==> src/rtl/md_pkg.sv <==
// md_pkg: shared definitions for the HI/LO multiply/divide issue queue.
//   - op encodings (bit 2 set marks an invalid request)
//   - issue FSM state encoding
//   - request record carried through the FIFO (op + rs + rt = 67 bits)
package md_pkg;

   localparam int MD_REQ_W = 3 + 32 + 32;

   typedef enum logic [2:0] {
      MD_MULT  = 3'b000,
      MD_MULTU = 3'b001,
      MD_DIV   = 3'b010,
      MD_DIVU  = 3'b011
   } md_op_e;

   typedef enum logic [1:0] {
      ST_IDLE  = 2'd0,
      ST_ISSUE = 2'd1,
      ST_WAIT  = 2'd2
   } md_state_e;

   typedef struct packed {
      logic [2:0]  op;
      logic [31:0] a;
      logic [31:0] b;
   } md_req_t;

   function automatic logic md_op_valid(input logic [2:0] op);
      return !op[2];
   endfunction

endpackage

==> src/rtl/md_req_fifo.sv <==
// md_req_fifo: generic DEPTH-entry synchronous FIFO with occupancy count.
// Ports:
//   clk      in   rising-edge clock
//   rst_n    in   asynchronous active-low reset (clears pointers/count)
//   i_push   in   write i_wdata at the edge (ignored when full)
//   i_wdata  in   W-bit write data
//   i_pop    in   advance read pointer at the edge (ignored when empty)
//   o_rdata  out  head entry (valid when o_count != 0)
//   o_count  out  PTR_W+1 bit entry count
module md_req_fifo
   import md_pkg::*;
#(
   parameter  int DEPTH = 4,
   parameter  int W     = MD_REQ_W,
   localparam int PTR_W = $clog2(DEPTH)
) (
   input  logic             clk,
   input  logic             rst_n,
   input  logic             i_push,
   input  logic [W-1:0]     i_wdata,
   input  logic             i_pop,
   output logic [W-1:0]     o_rdata,
   output logic [PTR_W:0]   o_count
);

   localparam logic [PTR_W:0] FULL_CNT = (PTR_W+1)'(DEPTH);

   logic [W-1:0]   r_mem [DEPTH];
   logic [PTR_W-1:0] r_wr_ptr;
   logic [PTR_W-1:0] r_rd_ptr;
   logic [PTR_W:0]   r_count;
   logic             w_push;
   logic             w_pop;

   assign w_push  = i_push && (r_count != FULL_CNT);
   assign w_pop   = i_pop  && (r_count != '0);
   assign o_rdata = r_mem[r_rd_ptr];
   assign o_count = r_count;

   // Storage is not reset; contents are only observed through the count.
   always_ff @(posedge clk) begin
      if (w_push) r_mem[r_wr_ptr] <= i_wdata;
   end

   // Pointers wrap naturally because DEPTH is a power of two.
   always_ff @(posedge clk or negedge rst_n) begin
      if (!rst_n) begin
         r_wr_ptr <= '0;
         r_rd_ptr <= '0;
         r_count  <= '0;
      end else begin
         if (w_push) r_wr_ptr <= r_wr_ptr + PTR_W'(1);
         if (w_pop)  r_rd_ptr <= r_rd_ptr + PTR_W'(1);
         case ({w_push, w_pop})
            2'b10:   r_count <= r_count + (PTR_W+1)'(1);
            2'b01:   r_count <= r_count - (PTR_W+1)'(1);
            default: r_count <= r_count;
         endcase
      end
   end

endmodule

==> src/rtl/md_issue_queue.sv <==
// md_issue_queue: request buffer in front of the HI/LO multiply/divide unit.
// Buffers mult/multu/div/divu requests and launches each as a single
// md_start pulse only while the unit is idle; stalls HI/LO accesses while
// any multiply/divide work is queued or in flight.
// Optional feature macro: MD_ISSUE_BYPASS_EN -- when defined, a request
// arriving with the queue empty, FSM idle and unit idle skips the FIFO and
// launches one cycle after enqueue instead of two.
// Ports:
//   clk         in   rising-edge clock
//   reset       in   asynchronous active-low reset
//   enq_valid   in   E-stage request present
//   enq_op      in   3-bit op (bit 2 set = invalid, dropped)
//   enq_a/b     in   32-bit operands rs/rt
//   enq_ready   out  queue has a free slot (from count only)
//   md_busy     in   unit busy flag
//   md_start    out  one-cycle launch pulse
//   md_op/a/b   out  launched request, held stable between launches
//   hilo_req    in   mfhi/mflo/mthi/mtlo present in D/E
//   hilo_stall  out  stall the HI/LO access
//   occupancy   out  queued entry count
module md_issue_queue
   import md_pkg::*;
#(
   parameter  int DEPTH = 4,
   localparam int PTR_W = $clog2(DEPTH)
) (
   input  logic             clk,
   input  logic             reset,
   input  logic             enq_valid,
   input  logic [2:0]       enq_op,
   input  logic [31:0]      enq_a,
   input  logic [31:0]      enq_b,
   output logic             enq_ready,
   input  logic             md_busy,
   output logic             md_start,
   output logic [2:0]       md_op,
   output logic [31:0]      md_a,
   output logic [31:0]      md_b,
   input  logic             hilo_req,
   output logic             hilo_stall,
   output logic [PTR_W:0]   occupancy
);

   localparam logic [PTR_W:0] FULL_CNT = (PTR_W+1)'(DEPTH);

   md_state_e r_state;
   logic      r_start;
   md_req_t   r_req;

   md_req_t        w_enq_req;
   md_req_t        w_head_req;
   logic [PTR_W:0] w_count;
   logic           w_accept;
   logic           w_bypass;
   logic           w_push;
   logic           w_pop;

   assign w_enq_req = '{op: enq_op, a: enq_a, b: enq_b};
   assign enq_ready = (w_count != FULL_CNT);
   assign w_accept  = enq_valid && enq_ready && md_op_valid(enq_op);

`ifdef MD_ISSUE_BYPASS_EN
   assign w_bypass = w_accept && (r_state == ST_IDLE) && (w_count == '0) && !md_busy;
`else
   assign w_bypass = 1'b0;
`endif

   assign w_push = w_accept && !w_bypass;
   assign w_pop  = (r_state == ST_IDLE) && (w_count != '0) && !md_busy;

   md_req_fifo #(
      .DEPTH (DEPTH),
      .W     (MD_REQ_W)
   ) u_fifo (
      .clk     (clk),
      .rst_n   (reset),
      .i_push  (w_push),
      .i_wdata (w_enq_req),
      .i_pop   (w_pop),
      .o_rdata (w_head_req),
      .o_count (w_count)
   );

   // r_start is set exactly on the transition into ISSUE, so it equals
   // (state == ISSUE) while being a flop output.
   always_ff @(posedge clk or negedge reset) begin
      if (!reset) begin
         r_state <= ST_IDLE;
         r_start <= 1'b0;
         r_req   <= '0;
      end else begin
         r_start <= 1'b0;
         case (r_state)
            ST_IDLE: begin
               if (w_pop) begin
                  r_req   <= w_head_req;
                  r_start <= 1'b1;
                  r_state <= ST_ISSUE;
               end else if (w_bypass) begin
                  r_req   <= w_enq_req;
                  r_start <= 1'b1;
                  r_state <= ST_ISSUE;
               end
            end
            ST_ISSUE: r_state <= ST_WAIT;
            ST_WAIT:  if (!md_busy) r_state <= ST_IDLE;
            default:  r_state <= ST_IDLE;
         endcase
      end
   end

   assign md_start  = r_start;
   assign md_op     = r_req.op;
   assign md_a      = r_req.a;
   assign md_b      = r_req.b;
   assign occupancy = w_count;

   assign hilo_stall = hilo_req && ((w_count != '0) || (r_state != ST_IDLE) || md_busy);

endmodule
==> config.mk <==
export PLATFORM = sky130hd
export DESIGN_NAME = md_issue_queue
export DESIGN_NICKNAME = d
export VERILOG_FILES = /design/src/rtl/md_pkg.sv /design/src/rtl/md_req_fifo.sv /design/src/rtl/md_issue_queue.sv
export SDC_FILE = /design/constraint.sdc
export NUM_CORES = 1
export LEC_CHECK = 0
export ABC_AREA = 1
export CORE_ASPECT_RATIO = 1.1
export CORE_UTILIZATION = 50
export DETAILED_ROUTE_END_ITERATION = 10
export PLACE_DENSITY = 0.72
export SYNTH_ARGS = -nofsm -noshare
export SYNTH_HDL_FRONTEND = slang
export SYNTH_SLANG_ARGS = --single-unit
==> constraint.sdc <==
create_clock -name clk -period 4.5 [get_ports clk]
set_input_delay 0.45 -clock clk [delete_from_list [all_inputs] [get_ports clk]]
set_output_delay 0.45 -clock clk [all_outputs]
set_load 0.02 [all_outputs]
==> flow_summary_export.csv <==
group,metric,value,unit
global_route,grt_pass1_wl,46330,microns
sta,fmax,380.8,MHz
sta,worstMarginPinSlew,1013,ps
synth,yosys.cell_types.count,23,
global_route,grt_start_max_net_pins,93,
final_layout,stdcell_count,1924,
route,vias_per_cell,4.843,
clock_network,htreeDepth,2,
synth,postSynthCellCount,1401,
die,die-width,163.3,microns
clock_network,root_buffer,"clkbuf_16",
sta,post-route-period-util,0.5835,
hold_path,worstHoldPathType,"primary input to async pin",
pwr,total_power,10.63,mW
die,start_util,0.5120,
synth,synth_area,14310,sq um
place,post_dp_cell_area,16030,sq um
job,maxCapViolCount,0,
final_layout,area_growth,19.75,%
clock_network,ctsHoldBuffers,1,
synth,syn_avg_cell_area,10.21,sq um
synth,async_flop_share,0.2232,
place,place_inst,1861,
die,io_pins,145,
route,drt-initial-drc-count,618,
final_layout,fin_area,17140,sq um
sta,hold_viol_final,0,
setup_path,critical_path_class,"flop to flop",
setup_path,cpPeakStageDelay,850,ps
pwr,p_per_area,620.3,nW/um^2
global_route,grt_use_total,0.2012,
place,io_buffers,144,
setup_path,crit_family,"buffers and inverters",
clock_network,cts_buffer_depth,3,
place,dp_slack,1557,ps
synth,synth_edf_count,268,
setup_path,crit_chain,"inv_4 > buf_4 > nand2_1 > nand3_1 > nand2_1 > nand2_1 > nand2_1",
sta,grt_setup_unrepaired,"no",
setup_path,reg2reg_from,"u_fifo.r_rd_ptr[0]",
setup_path,crit_top_cell,"nand2_1",
route,antenna_left,0,
pwr,vdd_drop_max,0.5369,mV
synth,yosysMostFrequentCell,"nand2_1",
place,place.gp.congestion,0.7312,
final_layout,num_antenna_cells,0,
route,wl_per_cell,14.87,microns
route,drc,0,
sta,fin_skew,14.61,ps
synth,synth_area_leaders,"edfxtp_1, nand2_1, dfrtp_1",
die,die_h,179.4,microns
setup_path,crit_fanout,92,
setup_path,rrSetupSlack,1870,ps
clock_network,post_cts_resized,0,
route,num_vias,9318,
sta,layout_setup_ws,1874,ps
sta,slew_violations,0,
final_layout,fin_util,0.6131,
synth,synth_commonest_cells,"nand2_1, inv_1, edfxtp_1, nand3_1, dfrtp_1",
synth,synth_top_area_share,0.5624,
synth,synth_compound_area_frac,0.001224,
setup_path,cp_num_buf_inv,2,
die,core_area,27950,sq um
synth,synthMuxAreaShare,0,
place,dpl.hpwl,16160,microns
synth,yosysSeqAreaShare,0.6971,
sta,hold_slack,454.7,ps
synth,yosysWarnings,0,
setup_path,critPathRequiredTime,4890,ps
clock_network,clk_pin_slew_worst_paths,60,ps
outcome,status,"finished clean",
sta,max_slew_margin,0.3245,
synth,synthXorXnorAreaFrac,0.001836,
pwr,p_leak,7.871,nW
setup_path,cp-start-kind,"flop",
route,finalWirelength,28610,microns
global_route,antenna_found_initial,1,
clock_network,clk_latency,510,ps
clock_network,cts_setup_buffers,0,
die,rows,64,
final_layout,drive_gt1_frac,0.04933,
clock_network,cts_tree,"built",
global_route,grt_pass1_vias,9170,
synth,yosys.area_share.adder,0.005771,
setup_path,arrival,3010,ps
die,die-area,29300,sq um
sta,setup_viol,0,
synth,synth_ff_type,"edfxtp_1",
route,firstDrtPassIters,7,
clock_network,cts.sink_count,345,
synth,yosysTopAreaCell,"edfxtp_1",
sta,final.setup.tns,0,ps
clock_network,numCtsBuffers,35,
setup_path,rr_endpoint,"md_a[17]",
setup_path,ff2ff_path_depth,7,
setup_path,cp_slowest_cell,"inv_4",
global_route,globalRouteOverflowTotal,0,
setup_path,crit_path_end_kind,"flop",
synth,synth_seq_cells,345,
synth,synth_nets,1479,
final_layout,fin_nets,1614,
sta,final.min_clock_period,2626,ps
synth,yosys.area_share.simple,0.1977,
synth,synth_top_family_by_area,"simple AND/OR/NAND/NOR gates",
[routing by layer]
layer / global-route usage / vias to the layer above / wire [microns]
met5: 0 / - / 13
met4: 0.05645 / 2 / 567
met3: 0.03484 / 43 / 1707
met2: 0.3359 / 265 / 13990
met1: 0.2696 / 4415 / 12330
li1: - / 4593 / -
[registers in the layout, indices dropped and copies added, names as in the netlist]
name,count
u_fifo.o_count,3
u_fifo.r_mem,268
r_state,2
md_op,3
md_start,1
md_b,32
md_a,32
u_fifo.r_rd_ptr,2
u_fifo.r_wr_ptr,2
[power by group]
part | internal (mW) | total, mW | switching [mW] | leakage, nW
combinational | 1.27 | 3.38 | 2.11 | 3.95
clock | 1.63 | 2.76 | 1.14 | 0.536
sequential | 4.05 | 4.49 | 0.441 | 3.38
[cell families (layout without fill, tap and decap cells)]
| family | after synthesis | after routing |
|---|---|---|
| flip-flops | 345 | 345 |
| adder cells (fa/ha/maj) | 6 | 6 |
| buffers and inverters | 344 | 504 |
| AO/OA/AOI/OAI | 3 | 3 |
| XOR/XNOR | 3 | 3 |
| AND/OR/NAND/NOR | 700 | 700 |
[cells in the final DEF (no fill, tap or decap), types with 2 or more instances in the layout]
cell             instances
clkbuf_16               35
clkbuf_1                 6
nand2_1                550
dfrtp_4                  2
clkdlybuf4s50_1        143
clkbuf_8                 5
xor2_1                   2
clkinv_2                 5
clkinvlp_4               2
ha_1                     5
edfxtp_1               268
nand4_1                  2
nor2_4                   5
inv_1                  282
inv_2                    3
bufinv_16                2
nand3_1                137
dfrtp_1                 75
buf_4                   12
nor2_1                   2
clkinv_1                 6
[worst max-delay path by stage]
stage                    endpoint  depth (start not counted)               start  slack (ps)
3_3_place_gp   u_fifo.r_mem[2][9]                          5           enq_op[2]        1640
2_1_floorplan  u_fifo.r_mem[0][0]                          4   u_fifo.o_count[0]          80
6_report                 md_a[17]                          7  u_fifo.r_rd_ptr[0]        1870
3_5_place_dp   u_fifo.r_mem[2][8]                          5           enq_op[2]        1560
4_1_cts                  md_a[17]                          7  u_fifo.r_rd_ptr[0]        1860
5_1_grt                  md_a[31]                          7  u_fifo.r_rd_ptr[0]        1650
[layout make-up]
type / count / area, sq um
inverters: 286 / 1076
multi-input cells: 712 / 2993
clock inverters: 16 / 131.4
repair buffers: 156 / 1531
clock buffers: 46 / 967.2
fillers: 2205 / 10810
flip-flops and latches: 345 / 9982
well taps: 363 / 454.2
(Power assumes the default switching activity.)
